### src/rtl/popcount_pkg.sv
// popcount_pkg: FSM state encoding and sum-width helper shared by the popcount accumulator.
package popcount_pkg;
  typedef enum logic [1:0] {IDLE, ACCUM, HOLD} state_t;
  function automatic int sum_width(input int width, input int beats);
    return $clog2(width * beats + 1);
  endfunction
endpackage

### src/rtl/popcount_word.sv
// popcount_word: combinational set-bit count of one word.
// POPCOUNT_APPROX_EN forces bit 0 of the count to zero (truncated approximate count).
module popcount_word #(
  parameter int WIDTH = 10,
  parameter int CNT_W = $clog2(WIDTH + 1)
) (
  input  logic [WIDTH-1:0] data_i,
  output logic [CNT_W-1:0] cnt_o
);
  logic [CNT_W-1:0] exact;
  always_comb begin
    exact = '0;
    for (int i = 0; i < WIDTH; i++) exact = exact + CNT_W'(data_i[i]);
  end
`ifdef POPCOUNT_APPROX_EN
  assign cnt_o = exact & ~CNT_W'(1);
`else
  assign cnt_o = exact;
`endif
endmodule

### src/rtl/popcount_accum.sv
// popcount_accum: accumulates per-word popcounts over a frame and presents a held result with threshold fire.
// Build option POPCOUNT_APPROX_EN (in popcount_word) selects truncated beat counts.
module popcount_accum
  import popcount_pkg::*;
#(
  parameter int WIDTH     = 10,
  parameter int MAX_BEATS = 4,
  parameter int SUM_W     = sum_width(WIDTH, MAX_BEATS)
) (
  input  logic             clk,
  input  logic             rst_n,
  input  logic             in_valid,
  output logic             in_ready,
  input  logic [WIDTH-1:0] in_data,
  input  logic             in_last,
  input  logic [SUM_W-1:0] thr,
  output logic             out_valid,
  input  logic             out_ready,
  output logic [SUM_W-1:0] out_sum,
  output logic             out_fire,
  output logic             out_ovf
);
  localparam int CNT_W = $clog2(MAX_BEATS + 1);
  localparam int PC_W  = $clog2(WIDTH + 1);
  state_t state_q, state_d;
  logic [SUM_W-1:0] acc_q, acc_d, sum_q, beat;
  logic [CNT_W-1:0] cnt_q, cnt_d;
  logic [PC_W-1:0] pc;
  logic fire_q, ovf_q, accept, close;
  popcount_word #(.WIDTH(WIDTH), .CNT_W(PC_W)) u_word (.data_i(in_data), .cnt_o(pc));
  // a word accepted in IDLE starts a fresh frame, so the stale acc/cnt are ignored there
  always_comb begin
    beat    = SUM_W'(pc);
    accept  = in_valid && state_q != HOLD;
    acc_d   = (state_q == IDLE ? '0 : acc_q) + beat;
    cnt_d   = (state_q == IDLE ? '0 : cnt_q) + CNT_W'(1);
    close   = accept && (in_last || cnt_d == CNT_W'(MAX_BEATS));
    state_d = state_q == HOLD ? (out_ready ? IDLE : HOLD) : close ? HOLD : accept ? ACCUM : state_q;
  end
  always_ff @(posedge clk) begin
    if (!rst_n) begin
      state_q <= IDLE;
      acc_q   <= '0;
      cnt_q   <= '0;
      sum_q   <= '0;
      fire_q  <= 1'b0;
      ovf_q   <= 1'b0;
    end else begin
      state_q <= state_d;
      if (accept) begin
        acc_q <= acc_d;
        cnt_q <= cnt_d;
      end
      if (close) begin
        sum_q  <= acc_d;
        fire_q <= acc_d >= thr;
        ovf_q  <= !in_last;
      end
    end
  end
  assign in_ready  = state_q != HOLD;
  assign out_valid = state_q == HOLD;
  assign out_sum   = sum_q;
  assign out_fire  = fire_q;
  assign out_ovf   = ovf_q;
endmodule

### config.mk
export PLATFORM = sky130hd
export DESIGN_NAME = popcount_accum
export DESIGN_NICKNAME = d
export VERILOG_FILES = /design/src/rtl/popcount_pkg.sv /design/src/rtl/popcount_word.sv /design/src/rtl/popcount_accum.sv
export SDC_FILE = /design/constraint.sdc
export NUM_CORES = 1
export LEC_CHECK = 0
export ABC_AREA = 0
export CAP_MARGIN = 0
export CORE_MARGIN = 2
export CORE_UTILIZATION = 41
export CTS_CLUSTER_SIZE = 14
export DETAILED_ROUTE_END_ITERATION = 7
export PLACE_DENSITY = 0.78
export SETUP_SLACK_MARGIN = 0.15
export SYNTH_ARGS = -nofsm -noshare
export SYNTH_HDL_FRONTEND = slang
export SYNTH_SLANG_ARGS = --single-unit
### constraint.sdc
create_clock -name clk -period 5.9 [get_ports clk]
set_input_delay 0.59 -clock clk [delete_from_list [all_inputs] [get_ports clk]]
set_output_delay 0.59 -clock clk [all_outputs]
set_load 0.02 [all_outputs]
==> metrics.md, run 1 <==
| Metric | Value |
|---|---|
| Compound-Gate Fraction of Synth Area | `0.186` |
| Critical path required time | `6.11 ns` |
| Post-route antenna net violation count | `0` |
| Post-synthesis xor/xnor area fraction | `0.0286` |
| Total Wirelength | `roughly 2.8 mm` |
| Layout cell share with drive strength beyond 1 | `0.0796` |
| Final setup fails | `0` |
| Max incr delay on CP | `0.51 ns` |
| Post-synth EDFFs | `0` |
| Hold Buf Count CTS | `0` |
| Post-layout minimum cycle time | `5.17 ns` |
| Worst slew pin tran | `0.759 ns` |
| Most common cell on crit path | `fa_1` |
| Power consumption | `about 0.41 mW` |
| Post-CTS setup buffers | `0` |
| Post-synthesis mux area share | `0.00672` |
| Fmax | `194 MHz` |
| CTS tree | `done` |
| DPL Wire Length | `2.17 mm` |
| DIE AREA | `between 4000 and 5000 um2` |
| Simple-Gate Fraction of Synth Area | `0.185` |
| Status | `complete, no violations` |
| Post-Place Cells | `243` |
| Worst hold path cell count | `2` |
| Total global-route track usage | `0.149` |
| Later-pin clock latency in the skew report | `roughly 0.31 ns` |
| Most frequent cells in the layout | `30 x clkdlybuf4s50_1, 27 x inv_1, 19 x dfxtp_1` |
| Antenna diodes | `0` |
| Placement Setup Slack | `0.394 ns` |
| Critical path's slowest cell | `fa_1` |
| Commonest non-fill, non-tap cell in the layout | `clkdlybuf4s50_1` |
| Yosys warns | `0` |
| Core area | `3420 um2` |
| Post-Layout Cell Count | `247` |
| Routed WL per cell | `11.2 um` |
| Met1 usage | `0.208` |
| Die Span Y | `64.3 um` |
| Max clock buf depth | `2` |
| Fin Setup TNS | `0 ns` |
| GR Util met2 | `0.240` |
| Endpoints failing hold | `0` |
| Post-Place Cell Area | `between 1500 and 2000 um2` |
| H-tree Lvls | `1` |
| Clk pin slew, worst setup/hold paths | `0.12 ns` |
| Final Max Slew Viols | `0` |
| Fin nets | `about 250` |
| Grt met3 use | `0.0387` |
| Setup WS post-layout | `0.734 ns` |
| DR pass1 iterations | `4` |
| Synth Cell Area | `between 1000 and 1500 um2` |
| Gpl congestion | `0.804` |
| Initial Utilization | `0.436` |
| Worst Setup End Kind | `flop` |
| Site row count | `21` |
| PortBufs | `30` |
| CTS root buffer | `clkbuf_4` |
| First-pass GRT wire length | `5.02 mm` |
| Worst slew margin | `0.492` |
| Pin count of the biggest net entering global routing | `14` |
| Synth Net Count | `218` |
| Vias per inst | `4.93` |
| Initial drt markers | `19` |
| PwrDens | `between 200 and 250 nW/um2` |
| Post-route cell area | `between 1500 and 2000 um2` |
| RSZ-0062 raised after global routing | `false` |
| Top_reg_cell synth | `dfxtp_1` |
| Layout Skew | `~0.013 ns` |
| Kind of critical path | `in -> reg` |
| Width of the die | `64.3 um` |
| Vias in the first global route | `roughly 1.1k` |
| CP Cell Sequence | `clkdlybuf4s50_1 -> ha_1 -> inv_1 -> fa_1 -> fa_1 -> fa_1 -> fa_1 -> inv_1 -> fa_1 -> fa_1 -> nand3_1 -> nand3_1 -> and2_1 -> ha_1 -> a21o_1 -> a21oi_1 -> o21a_1 -> a21oi_1` |
| CTS sink cnt | `19` |
| Hold Path Class | `reg -> reg` |
| Io pins | `31` |
| Max-cap violations | `0` |
| Busiest layer in global routing | `met2` |
| #FFs+latches synth | `19` |
| Via count | `about 1.2k` |
| Initial antenna violation count | `0` |
| Adder-Cell Fraction of Synth Area | `0.237` |
| FFs w/ async S/R, synth | `0` |
| Leakage power | `0.851 nW` |
| Avg Inst Size Synth | `roughly 8.6 um2` |
| Reg2reg path depth | `12` |
| Largest family of logic cells by synthesized area | `adder cells` |
| CTS buffer count | `3` |
| CP Launch Type | `primary input` |
| Crit-path max FO | `3` |
| Grt ovf | `0` |
| Synth unique cells | `between 40 and 50` |
| Worst EP arrival | `5.38 ns` |
| Area grow syn2layout | `22.7%` |
| Post-synthesis sequential area ratio | `0.255` |
| Period utilization | `0.876` |
| Remaining DRCs | `0` |
| Post_cts resized | `0` |
| Peak supply drop | `0.190 mV` |
| Cell count after synthesis | `roughly 170` |
-- Yosys cell counts, drive strengths merged (5+ instances only) --
library cell | number | area share
a21oi | 14 | 0.050
buf | 5 | 0.031
dfxtp | 19 | 0.26
fa | 7 | 0.094
ha | 17 | 0.14
inv | 27 | 0.068
nand2 | 13 | 0.034
nand3 | 9 | 0.030
nor2 | 8 | 0.020
nor2b | 7 | 0.029
nor3 | 5 | 0.027
o21ai | 8 | 0.029
-- path summary, 6_finish.rpt --
| kind | to | slack (ns) | startpoint |
|---|---|---|---|
| worst min register to register | acc_q[1]$_SDFFE_PN0P_ | 0.46 | acc_q[1]$_SDFFE_PN0P_ |
| worst max register to register | out_fire$_SDFFE_PN0P_ | 2.79 | state_q[0]$_SDFFE_PN0P_ |
| worst min-delay path | acc_q[1]$_SDFFE_PN0P_ | 0.46 | acc_q[1]$_SDFFE_PN0P_ |
| worst max-delay path | out_fire$_SDFFE_PN0P_ | 0.73 | in_data[0] |
-- metrics by stage --
step                hold slack (ns)   util
CTS                           0.459  0.535
global route                  0.488  0.535
detailed placement            0.444  0.526
finish                        0.460  0.535
global placement              0.438  0.526
floorplan                     0.432      -
-- critical path, delay by kind of cell --
kind            cells  cell delay (ns)
compound gates      4             0.50
fa+ha+maj           8             3.23
buf+inv             3             0.56
simple gates        3             0.49
-- registers in the layout, indices dropped and copies added (netlist names) --
name / flops
out_ovf: 1
cnt_q: 3
state_q: 2
out_sum: 6
acc_q: 6
out_fire: 1
-- cell type report --
| class | instances | area, um2 |
|---|---|---|
| timing repair buffer | 30 | 300 |
| sequential | 19 | 380 |
| clock inverter | 1 | 7.51 |
| tap | 46 | 57.6 |
| fill | 331 | 1590 |
| clock buffer | 3 | 22.5 |
| inverter | 27 | 101 |
| multi-input combinational | 121 | 957 |
-- logic make-up after synthesis --
group	count (synthesis)
AND/OR/NAND/NOR	52
AO/OA/AOI/OAI	40
buffers and inverters	33
adder cells (fa/ha/maj)	24
flip-flops	19
multiplexers	1
XOR/XNOR	4
-- routing by layer --
layer / wire, um / vias up
li1: - / 636
met1: 1320 / 559
met2: 1300 / 22
met3: 135 / 0
met4: 0 / 0
met5: 0 / -
-- where the power goes --
part,total (mW),switching [mW],internal (mW),leakage (nW)
Sequential,0.146,0.00570,0.140,0.155
Combinational,0.192,0.104,0.0880,0.682
Clock,0.0693,0.0434,0.0259,0.0139
No activity file was read; power rests on OpenSTA's default activity.
==> run 2: changes to the inputs <==
- REMOVE_ABC_BUFFERS: not set -> 1
==> metrics.md, run 2 (synthesis gave the netlist of run 1 again) <==
| Metric | Value |
|---|---|
| Status | `complete, no violations` |
| Total Wirelength | `2.97 mm` |
| Internal power | `between 0.2 and 0.3 mW` |
| Peak supply drop | `approximately 0.17 mV` |
| Most common cell on crit path | `fa_1` |
| Clk pin slew, worst setup/hold paths | `roughly 0.12 ns` |
| Final setup fails | `0` |
| Max-cap violations | `0` |
| Post-Place Cell Area | `1800 um2` |
| Switching share of power | `0.381` |
| Max clock buf depth | `2` |
| Hold Path Class | `reg -> reg` |
| Switching power | `about 0.16 mW` |
| Total global-route track usage | `0.161` |
| Worst EP arrival | `5.43 ns` |
| Gpl congestion | `0.796` |
| Endpoints failing hold | `0` |
| Flop pwr share | `0.355` |
| Later-pin clock latency in the skew report | `around 0.31 ns` |
| PortBufs | `30` |
| Site row count | `21` |
| Final core utilization | `0.535` |
| Post-layout minimum cycle time | `~5.2 ns` |
| CTS tree | `done` |
| H-tree Lvls | `1` |
| Post-route cell area | `1830 um2` |
| RSZ-0062 raised after global routing | `false` |
| Logic pwr share | `0.476` |
| Die Span Y | `between 60 and 70 um` |
| Initial Utilization | `0.436` |
| Grt ovf | `0` |
| Layout cell share with drive strength beyond 1 | `0.0796` |
| CTS root buffer | `clkbuf_4` |
| Fin Setup TNS | `0 ns` |
| Worst slew margin | `0.484` |
| DR pass1 iterations | `4` |
| Period utilization | `0.884` |
| Vias per inst | `approximately 4.9` |
| Width of the die | `64.3 um` |
| PwrDens | `225 nW/um2` |
| CTS sink cnt | `19` |
| Max incr delay on CP | `0.52 ns` |
| Initial drt markers | `30` |
| Layout Skew | `0.0116 ns` |
| Final Max Slew Viols | `0` |
| Fin nets | `247` |
| First-pass GRT wire length | `5.31 mm` |
| Remaining DRCs | `0` |
| DPL Wire Length | `2.33 mm` |
| Most frequent cells in the layout | `30 x clkdlybuf4s50_1, 27 x inv_1, 19 x dfxtp_1` |
| Io pins | `31` |
| Post-route antenna net violation count | `0` |
| CTS buffer count | `3` |
| Leakage power | `0.851 nW` |
| Initial antenna violation count | `0` |
| Critical path's slowest cell | `fa_1` |
| Vias in the first global route | `roughly 1.2k` |
| Routed WL per cell | `12.0 um` |
| Post-CTS setup buffers | `0` |
| Core area | `3420 um2` |
| Via count | `approximately 1.2k` |
| Critical path required time | `6.12 ns` |
| Post_cts resized | `0` |
| DIE AREA | `around 4100 um2` |
| Area grow syn2layout | `22.7%` |
| Clock group share of total power | `0.169` |
| Worst slew pin tran | `0.771 ns` |
| Worst Setup End Kind | `flop` |
| Antenna diodes | `0` |
| Fmax | `between 150 and 200 MHz` |
| Crit-path max FO | `3` |
| Pin count of the biggest net entering global routing | `14` |
| CP Cell Sequence | `clkdlybuf4s50_1 -> ha_1 -> inv_1 -> fa_1 -> fa_1 -> fa_1 -> fa_1 -> inv_1 -> fa_1 -> fa_1 -> nand3_1 -> nand3_1 -> and2_1 -> ha_1 -> a21o_1 -> a21oi_1 -> o21a_1 -> a21oi_1` |
| Hold Buf Count CTS | `0` |
| Commonest non-fill, non-tap cell in the layout | `clkdlybuf4s50_1` |
| CP Launch Type | `primary input` |
| Kind of critical path | `in -> reg` |
[run 2: cell counts in the layout (fill, tap and decap cells not counted)]
Identical to the previous run, type by type.
[run 2: area by class of cell]
type | count | area (um2)
Fill cell | 343 | 1590
Multi-Input combinational cell | 121 | 957
Sequential cell | 19 | 380
Timing Repair Buffer | 30 | 300
Inverter | 27 | 101
Tap cell | 46 | 57.6
Clock buffer | 3 | 22.5
Clock inverter | 1 | 7.51
[run 2: worst max-delay path: cells and delay by family]
family / cells / cell delay, ns
buffers and inverters: 3 / 0.56
adder cells (fa/ha/maj): 8 / 3.27
AND/OR/NAND/NOR: 3 / 0.49
AO/OA/AOI/OAI: 4 / 0.51
[run 2: through the flow]
stage / setup slack [ns] / hold slack (ns) / instances / power [mW]
after floorplan: 1.03 / 0.432 / 167 / 0.281
after global placement: 0.434 / 0.438 / 243 / 0.342
after detailed placement: 0.344 / 0.454 / 243 / 0.346
after CTS: 0.669 / 0.469 / 247 / 0.416
after global routing: 0.498 / 0.491 / 247 / 0.450
final: 0.687 / 0.471 / 247 / 0.411
[run 2: power groups by stage]
stage	Clock, mW	Sequential (mW)	Combinational (mW)
after global routing	0.0788	0.148	0.223
after CTS	0.0709	0.146	0.199
after global placement	0	0.148	0.193
after floorplan	0	0.153	0.128
after detailed placement	0	0.149	0.197
final	0.0696	0.146	0.196
[run 2: path summary, 6_finish.rpt]
path	from	end	slack, ns	depth (start not counted)
worst max-delay path	in_data[0]	out_fire$_SDFFE_PN0P_	0.69	18
worst min-delay path	acc_q[1]$_SDFFE_PN0P_	acc_q[1]$_SDFFE_PN0P_	0.47	2
worst min register to register	acc_q[1]$_SDFFE_PN0P_	acc_q[1]$_SDFFE_PN0P_	0.47	2
worst max register to register	state_q[0]$_SDFFE_PN0P_	out_fire$_SDFFE_PN0P_	2.77	12
[run 2: metal layers]
layer,vias to the layer above,share of wire,GRT usage
li1,633,-,-
met1,554,0.48,0.204
met2,23,0.47,0.270
met3,7,0.038,0.0405
met4,0,0.014,0.0452
met5,-,0,0
